### config.mk
export PLATFORM = sky130hd
export DESIGN_NAME = mem_stage_lsu_flat
export DESIGN_NICKNAME = d
export VERILOG_FILES = /design/src/rtl/mem_stage_lsu_if.sv /design/src/rtl/mem_stage_lsu.sv /design/src/flat_wrapper.sv
export SDC_FILE = /design/constraint.sdc
export NUM_CORES = 1
export LEC_CHECK = 0
export BUFFER_PORTS_ARGS = -buffer_cell sky130_fd_sc_hd__buf_2
export CAP_MARGIN = 20
export CORE_AREA = 2 2 167 169
export CTS_BUF_LIST = sky130_fd_sc_hd__clkbuf_4 sky130_fd_sc_hd__clkbuf_8
export DETAILED_ROUTE_END_ITERATION = 7
export DIE_AREA = 0 0 169 171
export PLACE_DENSITY = 0.74
export SYNTH_ARGS = -nofsm -noshare
export SYNTH_HDL_FRONTEND = slang
export SYNTH_SLANG_ARGS = --single-unit
export TNS_END_PERCENT = 1
### constraint.sdc
create_clock -name clk -period 7.85 [get_ports clk]
set_input_delay 0.785 -clock clk [delete_from_list [all_inputs] [get_ports clk]]
set_output_delay 0.785 -clock clk [all_outputs]
set_load 0.03 [all_outputs]
### src/rtl/mem_stage_lsu_if.sv
// Data-memory request/grant/rvalid bus between the MEM-stage LSU and memory.
// The master modport is the LSU side; the slave modport is the memory side.
interface mem_stage_lsu_if #(
    parameter int XLEN = 64
);
    logic              req;
    logic              we;
    logic [XLEN-1:0]   addr;
    logic [XLEN/8-1:0] wstrb;
    logic [XLEN-1:0]   wdata;
    logic              gnt;
    logic              rvalid;
    logic [XLEN-1:0]   rdata;

    modport master (
        output req, we, addr, wstrb, wdata,
        input  gnt, rvalid, rdata
    );

    modport slave (
        input  req, we, addr, wstrb, wdata,
        output gnt, rvalid, rdata
    );
endinterface

### src/rtl/mem_stage_lsu.sv
// MEM-stage load/store unit: aligned byte-lane bus access, load extension, pipeline stall.
// Optional bus watchdog is enabled by defining LSU_TIMEOUT_EN.
module mem_stage_lsu #(
    parameter int XLEN           = 64,
    parameter int TIMEOUT_CYCLES = 16
) (
    input  logic              clk,
    input  logic              rst,
    input  logic [2:0]        mem_m,
    input  logic [XLEN-1:0]   mem_addr,
    input  logic [XLEN-1:0]   mem_wdata,
    input  logic [31:0]       mem_inst,
    mem_stage_lsu_if.master   dmem,
    output logic              lsu_stall,
    output logic [XLEN-1:0]   load_data,
    output logic              misaligned,
    output logic              bus_error
);

    typedef enum logic [1:0] {IDLE, REQ, RESP, DONE} state_e;

    state_e            state_q, state_d;
    logic              we_q, we_d;
    logic [XLEN-1:0]   addr_q, addr_d;
    logic [XLEN-1:0]   wdata_q, wdata_d;
    logic [XLEN-1:0]   load_q, load_d;
    logic [7:0]        strb_q, strb_d;
    logic [2:0]        off_q, off_d;
    logic [1:0]        size_q, size_d;
    logic              uns_q, uns_d;
    logic              mis_q, mis_d;
    logic              err_q, err_d;

    logic              op;
    logic              is_st;
    logic [2:0]        off_in;
    logic [1:0]        size_in;
    logic [7:0]        strb_base;
    logic              mis_in;
    logic              tmo;

    logic unused_ok;
    assign unused_ok = ^{mem_m[0], mem_inst[31:15], mem_inst[11:0]};

    function automatic logic [XLEN-1:0] extend(
        input logic [XLEN-1:0] rd,
        input logic [2:0]      o,
        input logic [1:0]      s,
        input logic            u
    );
        logic [XLEN-1:0] sh;
        sh = rd >> {o, 3'b000};
        unique case (s)
            2'd0: extend = u ? {56'b0, sh[7:0]}
                             : {{56{sh[7]}}, sh[7:0]};
            2'd1: extend = u ? {48'b0, sh[15:0]}
                             : {{48{sh[15]}}, sh[15:0]};
            2'd2: extend = u ? {32'b0, sh[31:0]}
                             : {{32{sh[31]}}, sh[31:0]};
            2'd3: extend = sh;
        endcase
    endfunction

    // Decode of the EX/MEM bundle; a read+write combination is a store
    always_comb begin
        op      = mem_m[1] | mem_m[2];
        is_st   = mem_m[2];
        off_in  = mem_addr[2:0];
        size_in = mem_inst[13:12];
        unique case (size_in)
            2'd0: begin strb_base = 8'h01; mis_in = 1'b0;          end
            2'd1: begin strb_base = 8'h03; mis_in = off_in[0];     end
            2'd2: begin strb_base = 8'h0F; mis_in = |off_in[1:0];  end
            2'd3: begin strb_base = 8'hFF; mis_in = |off_in;       end
        endcase
    end

`ifdef LSU_TIMEOUT_EN
    localparam int CW = $clog2(TIMEOUT_CYCLES + 1);
    logic [CW-1:0] cnt_q, cnt_d;

    always_comb begin
        cnt_d = '0;
        if (state_q == REQ || state_q == RESP)
            cnt_d = cnt_q + 1'b1;
    end

    always_ff @(posedge clk or posedge rst) begin
        if (rst) cnt_q <= '0;
        else     cnt_q <= cnt_d;
    end

    assign tmo = (cnt_q == CW'(TIMEOUT_CYCLES - 1));
`else
    localparam int unused_tmo = TIMEOUT_CYCLES;
    assign tmo = 1'b0;
`endif

    always_comb begin
        state_d = state_q;
        we_d    = we_q;
        addr_d  = addr_q;
        wdata_d = wdata_q;
        strb_d  = strb_q;
        off_d   = off_q;
        size_d  = size_q;
        uns_d   = uns_q;
        load_d  = load_q;
        mis_d   = 1'b0;
        err_d   = 1'b0;
        unique case (state_q)
            IDLE: begin
                if (op && mis_in) begin
                    state_d = DONE;
                    mis_d   = 1'b1;
                    load_d  = '0;
                end else if (op) begin
                    state_d = REQ;
                    we_d    = is_st;
                    addr_d  = {mem_addr[XLEN-1:3], 3'b000};
                    wdata_d = mem_wdata << {off_in, 3'b000};
                    strb_d  = is_st ? (strb_base << off_in) : 8'h00;
                    off_d   = off_in;
                    size_d  = size_in;
                    uns_d   = mem_inst[14];
                end
            end
            REQ: begin
                if (dmem.gnt) begin
                    state_d = RESP;
                end else if (tmo) begin
                    state_d = DONE;
                    err_d   = 1'b1;
                    load_d  = '0;
                end
            end
            RESP: begin
                if (dmem.rvalid) begin
                    state_d = DONE;
                    load_d  = we_q ? '0
                                   : extend(dmem.rdata, off_q, size_q, uns_q);
                end else if (tmo) begin
                    state_d = DONE;
                    err_d   = 1'b1;
                    load_d  = '0;
                end
            end
            DONE: state_d = IDLE;
        endcase
    end

    always_ff @(posedge clk or posedge rst) begin
        if (rst) begin
            state_q <= IDLE;
            we_q    <= 1'b0;
            addr_q  <= '0;
            wdata_q <= '0;
            strb_q  <= '0;
            off_q   <= '0;
            size_q  <= '0;
            uns_q   <= 1'b0;
            load_q  <= '0;
            mis_q   <= 1'b0;
            err_q   <= 1'b0;
        end else begin
            state_q <= state_d;
            we_q    <= we_d;
            addr_q  <= addr_d;
            wdata_q <= wdata_d;
            strb_q  <= strb_d;
            off_q   <= off_d;
            size_q  <= size_d;
            uns_q   <= uns_d;
            load_q  <= load_d;
            mis_q   <= mis_d;
            err_q   <= err_d;
        end
    end

    // Bus fields come from registers captured on REQ entry, so they hold while req=1
    logic in_req;
    assign in_req     = (state_q == REQ);
    assign dmem.req   = in_req;
    assign dmem.we    = in_req & we_q;
    assign dmem.addr  = in_req ? addr_q  : '0;
    assign dmem.wstrb = in_req ? strb_q  : '0;
    assign dmem.wdata = in_req ? wdata_q : '0;

    assign lsu_stall  = ~rst & (((state_q == IDLE) & op)
                              | (state_q == REQ)
                              | (state_q == RESP));
    assign load_data  = load_q;
    assign misaligned = mis_q;
`ifdef LSU_TIMEOUT_EN
    assign bus_error  = err_q;
`else
    assign bus_error  = 1'b0;
    logic unused_err;
    assign unused_err = err_q;
`endif

endmodule

### src/flat_wrapper.sv
// flat-port wrapper written by rule: the top's interface ports become plain ports
module mem_stage_lsu_flat 
#(
    parameter int XLEN           = 64,
    parameter int TIMEOUT_CYCLES = 16
)
  (clk, rst, mem_m, mem_addr, mem_wdata, mem_inst, lsu_stall, load_data, misaligned, bus_error, dmem_req, dmem_we, dmem_addr, dmem_wstrb, dmem_wdata, dmem_gnt, dmem_rvalid, dmem_rdata);
  mem_stage_lsu_if #(.XLEN(XLEN)) dmem_i ();
  input  logic clk;
  input  logic rst;
  input  logic [2:0] mem_m;
  input  logic [XLEN-1:0] mem_addr;
  input  logic [XLEN-1:0] mem_wdata;
  input  logic [31:0] mem_inst;
  output logic lsu_stall;
  output logic [XLEN-1:0] load_data;
  output logic misaligned;
  output logic bus_error;
  output wire logic [$bits(dmem_i.req)-1:0] dmem_req;
  output wire logic [$bits(dmem_i.we)-1:0] dmem_we;
  output wire logic [$bits(dmem_i.addr)-1:0] dmem_addr;
  output wire logic [$bits(dmem_i.wstrb)-1:0] dmem_wstrb;
  output wire logic [$bits(dmem_i.wdata)-1:0] dmem_wdata;
  input wire logic [$bits(dmem_i.gnt)-1:0] dmem_gnt;
  input wire logic [$bits(dmem_i.rvalid)-1:0] dmem_rvalid;
  input wire logic [$bits(dmem_i.rdata)-1:0] dmem_rdata;
  assign dmem_req = dmem_i.req;
  assign dmem_we = dmem_i.we;
  assign dmem_addr = dmem_i.addr;
  assign dmem_wstrb = dmem_i.wstrb;
  assign dmem_wdata = dmem_i.wdata;
  assign dmem_i.gnt = dmem_gnt;
  assign dmem_i.rvalid = dmem_rvalid;
  assign dmem_i.rdata = dmem_rdata;
  mem_stage_lsu #(.XLEN(XLEN), .TIMEOUT_CYCLES(TIMEOUT_CYCLES)) u_core (.clk(clk), .rst(rst), .mem_m(mem_m), .mem_addr(mem_addr), .mem_wdata(mem_wdata), .mem_inst(mem_inst), .dmem(dmem_i), .lsu_stall(lsu_stall), .load_data(load_data), .misaligned(misaligned), .bus_error(bus_error));
endmodule
==> results of run 1 <==
## state kept, by name, summed over array words and instances (netlist names)
signal	flops
u_core.load_data	64
u_core.wdata_q	64
u_core.addr_q	61
u_core.strb_q	8
u_core.off_q	3
u_core.size_q	2
u_core.state_q	2
u_core.misaligned	1
u_core.uns_q	1
u_core.we_q	1
## path summary, 6_finish.rpt
check	startpoint	to	slack, ps	cells after the start
setup reg to reg	u_core.off_q[0]$_DFFE_PP0P_	u_core.load_data[27]$_DFFE_PP0P_	4660	6
max in group asynchronous	rst	u_core.off_q[1]$_DFFE_PP0P_	5890	4
hold / removal	rst	u_core.load_data[17]$_DFFE_PP0P_	280	2
hold reg to reg	u_core.wdata_q[26]$_DFFE_PP0P_	u_core.wdata_q[26]$_DFFE_PP0P_	470	2
setup / recovery	mem_addr[0]	u_core.addr_q[31]$_DFFE_PP0P_	4350	7
min in group clk	u_core.wdata_q[26]$_DFFE_PP0P_	u_core.wdata_q[26]$_DFFE_PP0P_	470	2
## cells in the final DEF, fill, tap and decap left out, types with 10 or more instances in the layout
cell	netlist	final
nor2b_1	19	19
a22o_1	10	10
nand2_1	176	176
o21ai_0	79	79
mux2i_1	77	77
a211oi_1	30	30
and2_1	137	136
mux4_2	36	36
o21ai_1	24	24
clkbuf_8	0	52
buf_2	26	400
a21oi_1	51	51
dfrtp_1	207	204
o221ai_1	14	14
o31ai_1	27	27
buf_4	4	15
mux2_2	82	82
nor2_1	67	67
o21a_1	15	15
nor3_1	26	26
## worst max-delay path, stage by stage
cell,delay (ps)
buf_4,740
nor2_1,340
a21o_1,310
nand3b_1,120
buf_4,340
buf_4,770
mux2_2,420
## per-stage QoR
stage	setup WS [ps]	hold WS, ps	cell area, um^2
4_1_cts	4387	454.8	15300
5_1_grt	4090	302.8	15360
6_report	4348	276.2	15370
3_5_place_dp	3818	459.3	14430
3_3_place_gp	3888	453.6	14430
2_1_floorplan	1413	434.9	12370
## layout make-up
cell class              count  share of cell area (%)
clock buffers              60                   5.048
diodes                      8                  0.1303
well taps                 346                   2.817
flip-flops and latches    207                   33.73
inverters                   6                  0.1954
clock inverters            12                  0.6107
repair buffers            417                   14.07
multi-input cells         946                   43.39
## cell families after synthesis
| group | count (synthesis) | share of synthesized area (%) |
|---|---|---|
| DFF | 207 | 41.90 |
| adders and majority gates | 3 | 0.3037 |
| other | 1 | 0.03034 |
| buffers and inverters | 121 | 4.362 |
| xor gates and xnor gates | 4 | 0.2835 |
| muxes | 195 | 20.26 |
| AOI/OAI and AO/OA | 293 | 15.33 |
| and+or+nand+nor | 447 | 17.52 |
## cell usage after synthesis, types with 24 or more instances
master / count
dfrtp_1: 207
a211oi_1: 30
o21ai_1: 24
mux2i_1: 77
nand2_1: 176
and2_1: 137
o21ai_0: 79
a21oi_1: 51
mux2_2: 82
o31ai_1: 27
buf_2: 26
mux4_2: 36
clkbuf_1: 70
nor3_1: 26
nor2_1: 67
## per-layer routing
metal  up-vias  GRT usage [%]  part of all wire (%)
met5         -              0                 0.071
met4         4          12.86                   4.5
met3       108          7.657                   8.6
met2       547          45.74                    47
met1      5501          35.14                    40
li1       5201              -                     -
## report_power, final
group | total [mW] | internal, mW | switching [mW]
clock | 1.17 | 0.668 | 0.497
sequential | 1.77 | 1.52 | 0.242
combinational | 2.96 | 1.06 | 1.90
total | 5.89 | 3.25 | 2.63
==> summary.txt, run 1 <==
Status
  • Outcome: finished clean

Critical path
  • Required @ worst endpoint: ~8300 ps
  • Crit path DAT: just under 4000 ps
  • Setup CP Type: in2reg
  • Crit Path Max Fanout: just under 90
  • Worst Setup End Kind: flop
  • Crit start category: input pin

Placed design
  • Hpwl dp: approximately 30000 um
  • PortBufs: ~400
  • Routability cong.: approximately 0.95
  • Placed Instances: roughly 1900

Yosys
  • Syn avg cell area: around 9.7 um^2
  • Flip-flop and latch count after synthesis: approximately 210
  • Share of the yosys chip area belonging to registers: between 40% and 50%
  • Synth top area cells: dfrtp_1, mux2_2, and2_1, mux4_2, mux2i_1
  • Share of the synthesized area in the top cell type: roughly two fifths
  • EDFF count, synth: 0
  • Yosys cell types: 57
  • Top_reg_cell synth: dfrtp_1
  • Proportion of synthesized flip-flops having asynchronous set or reset: between 90% and 100%
  • Cell Area, Synth: 0.01236 mm^2
  • Yosys top cell by area: dfrtp_1
  • Ys Warns: 0
  • Mapped Cells: between 1000 and 1500

Timing
  • FMAX: about 290 MHz
  • RSZ-0062 raised after global routing: no
  • Max_slew headroom: between 20 and 30%
  • Fin. max-slew vios: 0
  • Time the worst path needs with I/O delays and setup: between 3000 and 4000 ps
  • Worst Clk Skew: about 25 ps
  • Fin. Hold Viols: 0
  • Final worst-path cycle share: 44.61%
  • Final setup violation count: 0
  • Sum Neg Setup Slack: 0 ps
  • Least-Margin Pin Slew: between 1000 and 1500 ps

Floorplan
  • Die ar.: 0.02890 mm^2
  • Die Ht: between 150 and 200 um
  • Rows: 61
  • CORE AREA: about 0.027 mm^2
  • Horiz. Die Dim: roughly 170 um
  • Num ports: about 440
  • Initial Utilization: a little under half

Global routing
  • GRT Residual Overflow: 0
  • Vias in the first global route: 11130
  • First-pass GRT wire length: around 63000 um
  • Total Routing Usage GR: about 28%
  • Pin count of the biggest net entering global routing: 147
  • Antenna violations before repair: 10

Clocking
  • Total CTS buffers: 39
  • CTS H-Tree Depth: 2
  • Clock sink count: roughly 210
  • Resize count post-CTS: 0
  • Clock tree buffer depth: 3
  • Setup Buffers After CTS: 0
  • CTS tree: done
  • CTS root buf: clkbuf_8
  • Clock Latency Late Sink: 550 ps
  • Cts-stage hold buffer count: 0
  • Clock-pin slew on the worst setup and hold paths: ~60 ps

Pwr
  • VDD IR max: approximately 260 uV
  • Tot Pwr: just under 6 mW
  • Cell leakage power: 7.563 nW
  • Pwr per Cell Area: about 380 mW/mm^2

Finish
  • Net count, final: 1851
  • Final std cells w/o fill: 2002
  • Fillers: approximately 2500
  • Multi-input logic area: roughly 0.0067 mm^2
  • Synthesis-to-layout area growth: 24.30%
  • Register cell area after layout: 0.005184 mm^2
  • Layout cells sized above 1: ~38%
  • Fin util: 56.24%

Drt
  • Pre-Repair DR Iteration Count: 5
  • Via count: ~11000
  • Routed vias/inst: roughly 5.7
  • Routed Antenna Nets: 0
  • Initial DRC count: ~1100
  • Final wirelength: ~42000 um
  • DRC viols: 0
  • Avg WL per Cell: roughly 21 um

Worst hold path
  • Hold Path Class: in2async

Flow run
  • # Max-Cap Violations: 0
No activity file was read; power rests on OpenSTA's default activity.
==> run 2: changes to the inputs <==
==> constraint.sdc (replaced) <==
create_clock -name clk -period 3.4 [get_ports clk]
set_input_delay 0.34 -clock clk [delete_from_list [all_inputs] [get_ports clk]]
set_output_delay 0.34 -clock clk [all_outputs]
set_load 0.03 [all_outputs]
==> run 2 against run 1 <==
Compared with the run above:
- design area rose by 0.53%
- wire length fell by 2.7%
- critical path depth fell by 2
- power rose by 130%
- first-iteration DRC count fell by 3.2%
- die area did not move
- critical endpoint is now dmem_wdata[47]
- largest cell class unchanged
==> summary.txt, run 2 (same netlist as run 1, synthesis figures left out) <==
Finish
  • Most frequent cells in the layout: buf_2, dfrtp_1, nand2_1
  • Fin util: roughly 57%
  • Layout cells sized above 1: a little under two fifths
  • Net count, final: around 1900
  • Final std cells w/o fill: between 2000 and 2500
  • Synthesis-to-layout area growth: 24.96%
  • Most common cell after layout, fill and taps aside: buf_2
  • Post-route design area: 0.01545 mm^2

Critical path
  • Largest stage delay, worst path: roughly 630 ps
  • Required @ worst endpoint: ~3100 ps
  • R2R setup slack: around 810 ps
  • Crit start category: flop
  • Setup CP Type: reg2out
  • Worst r2r src: u_core.off_q[0]$_DFFE_PP0P_
  • Worst Path Buf+Inv: 3
  • Worst Setup End Kind: output pin
  • End of the critical path: dmem_wdata[47]
  • Critical path launch point: u_core.state_q[1]$_DFFE_PP0P_
  • Crit Path Max Fanout: 90
  • Cell breakdown of the critical path: inv_1, ha_4, buf_4, and2_1, buf_2
  • Crit path DAT: approximately 2500 ps
  • Worst path top cell family by delay: buffers and inverters
  • RR Endpoint: u_core.load_data[62]$_DFFE_PP0P_
  • R2R depth: 7
  • Critical-path top delay cell: ha_4
  • Instance count on the critical path: 5

Pwr
  • Pwr per Cell Area: roughly 870 mW/mm^2
  • Tot Pwr: about 13 mW
  • VDD IR max: 567.6 uV
  • Cell leakage power: 7.618 nW

Global routing
  • Met2 Use GR: a little over two fifths
  • Vias in the first global route: approximately 11000
  • GR peak layer: met2
  • Pin count of the biggest net entering global routing: approximately 140
  • GRT Residual Overflow: 0
  • Antenna violations before repair: 7
  • First-pass GRT wire length: between 60000 and 70000 um
  • Total Routing Usage GR: around 27%
  • GRT met1 Usage: between 30% and 40%
  • Met3 Use GR: under 10%

Drt
  • Avg WL per Cell: 20.35 um
  • Initial DRC count: about 1100
  • Routed Antenna Nets: 0
  • Final wirelength: approximately 41000 um
  • Pre-Repair DR Iteration Count: 6
  • Via count: ~11000
  • Routed vias/inst: roughly 5.7
  • DRC viols: 0

Floorplan
  • Die ar.: about 0.029 mm^2
  • Horiz. Die Dim: approximately 170 um
  • CORE AREA: ~0.027 mm^2
  • Die Ht: between 150 and 200 um
  • Rows: 61
  • Initial Utilization: a little under half
  • Num ports: around 440

Timing
  • Fin. max-slew vios: 0
  • Final worst-path cycle share: approximately 83%
  • Sum Neg Setup Slack: 0 ps
  • Worst Clk Skew: ~12 ps
  • Least-Margin Pin Slew: approximately 900 ps
  • Final setup margin: 582.6 ps
  • Hold_ws: 44.80 ps
  • Max_slew headroom: 39.68%
  • RSZ-0062 raised after global routing: no
  • FMAX: between 300 and 400 MHz
  • Final setup violation count: 0
  • Fin. Hold Viols: 0
  • Time the worst path needs with I/O delays and setup: 2817 ps

Placed design
  • Hpwl dp: ~30000 um
  • Post-placement cell area: around 0.015 mm^2
  • Routability cong.: approximately 0.93
  • Placed Instances: a little under 2000
  • Pre-CTS WS: just over 800 ps
  • PortBufs: about 400

Status
  • Outcome: finished clean

Clocking
  • Total CTS buffers: 38
  • Setup Buffers After CTS: 0
  • Clock-pin slew on the worst setup and hold paths: around 60 ps
  • Clock Latency Late Sink: ~520 ps
  • Clock sink count: around 210
  • Clock tree buffer depth: 3
  • CTS root buf: clkbuf_8
  • CTS tree: done
  • CTS H-Tree Depth: 2

Flow run
  • # Max-Cap Violations: 0

Worst hold path
  • Hold Path Class: in2reg
-- run 2: cell types whose count changed in the layout (fill, tap and decap cells not counted), sizes merged --
cell,delta
dlygate4sd3,+1
buf,+15
inv,-2
clkinv,-3
diode,-2
-- run 2: routing by layer --
| layer | vias to the layer above | routed length [um] |
|---|---|---|
| met5 | - | 11 |
| met4 | 2 | 2002 |
| met3 | 110 | 3625 |
| met2 | 575 | 18740 |
| met1 | 5479 | 16550 |
| li1 | 5227 | - |
-- run 2: what timing repair did --
item	4_1_cts	5_1_grt
endpoints found under the hold margin	0	2
hold buffers	0	1
resized for setup	0	0
-- run 2: report_power, final --
part / internal (mW) / switching (mW) / total (mW)
Combinational: 2.51 / 4.29 / 6.81
Sequential: 3.52 / 0.607 / 4.13
Clock: 1.46 / 1.06 / 2.52
-- run 2: final cells by class --
cell class | count | area (um^2)
multi-input cells | 946 | 6668
clock buffers | 60 | 744.5
clock inverters | 7 | 62.56
diodes | 6 | 15.01
inverters | 6 | 26.28
flip-flops and latches | 207 | 5184
repair buffers | 433 | 2315
well taps | 346 | 432.9
fillers | 2449 | 11880
-- run 2: worst min path at each step --
stage,slack [ps],end,start,cells after the start
2_1_floorplan,430,u_core.strb_q[2]$_DFFE_PP0P_,u_core.strb_q[2]$_DFFE_PP0P_,2
4_1_cts,5,u_core.addr_q[59]$_DFFE_PP0P_,mem_addr[59],2
6_report,40,u_core.addr_q[18]$_DFFE_PP0P_,mem_addr[18],2
3_5_place_dp,460,u_core.wdata_q[24]$_DFFE_PP0P_,u_core.wdata_q[24]$_DFFE_PP0P_,2
3_3_place_gp,450,u_core.wdata_q[20]$_DFFE_PP0P_,u_core.wdata_q[20]$_DFFE_PP0P_,2
5_1_grt,10,u_core.addr_q[32]$_DFFE_PP0P_,mem_addr[32],2
-- run 2: worst reg2reg max path, cell delays in order (launching register included) --
cell and delay [ps]:
dfrtp_2 570, buf_4 600, nand2b_1 200, o2bb2ai_1 60, a211oi_1 400, o211ai_1 160, buf_4 270, o21ai_0 250
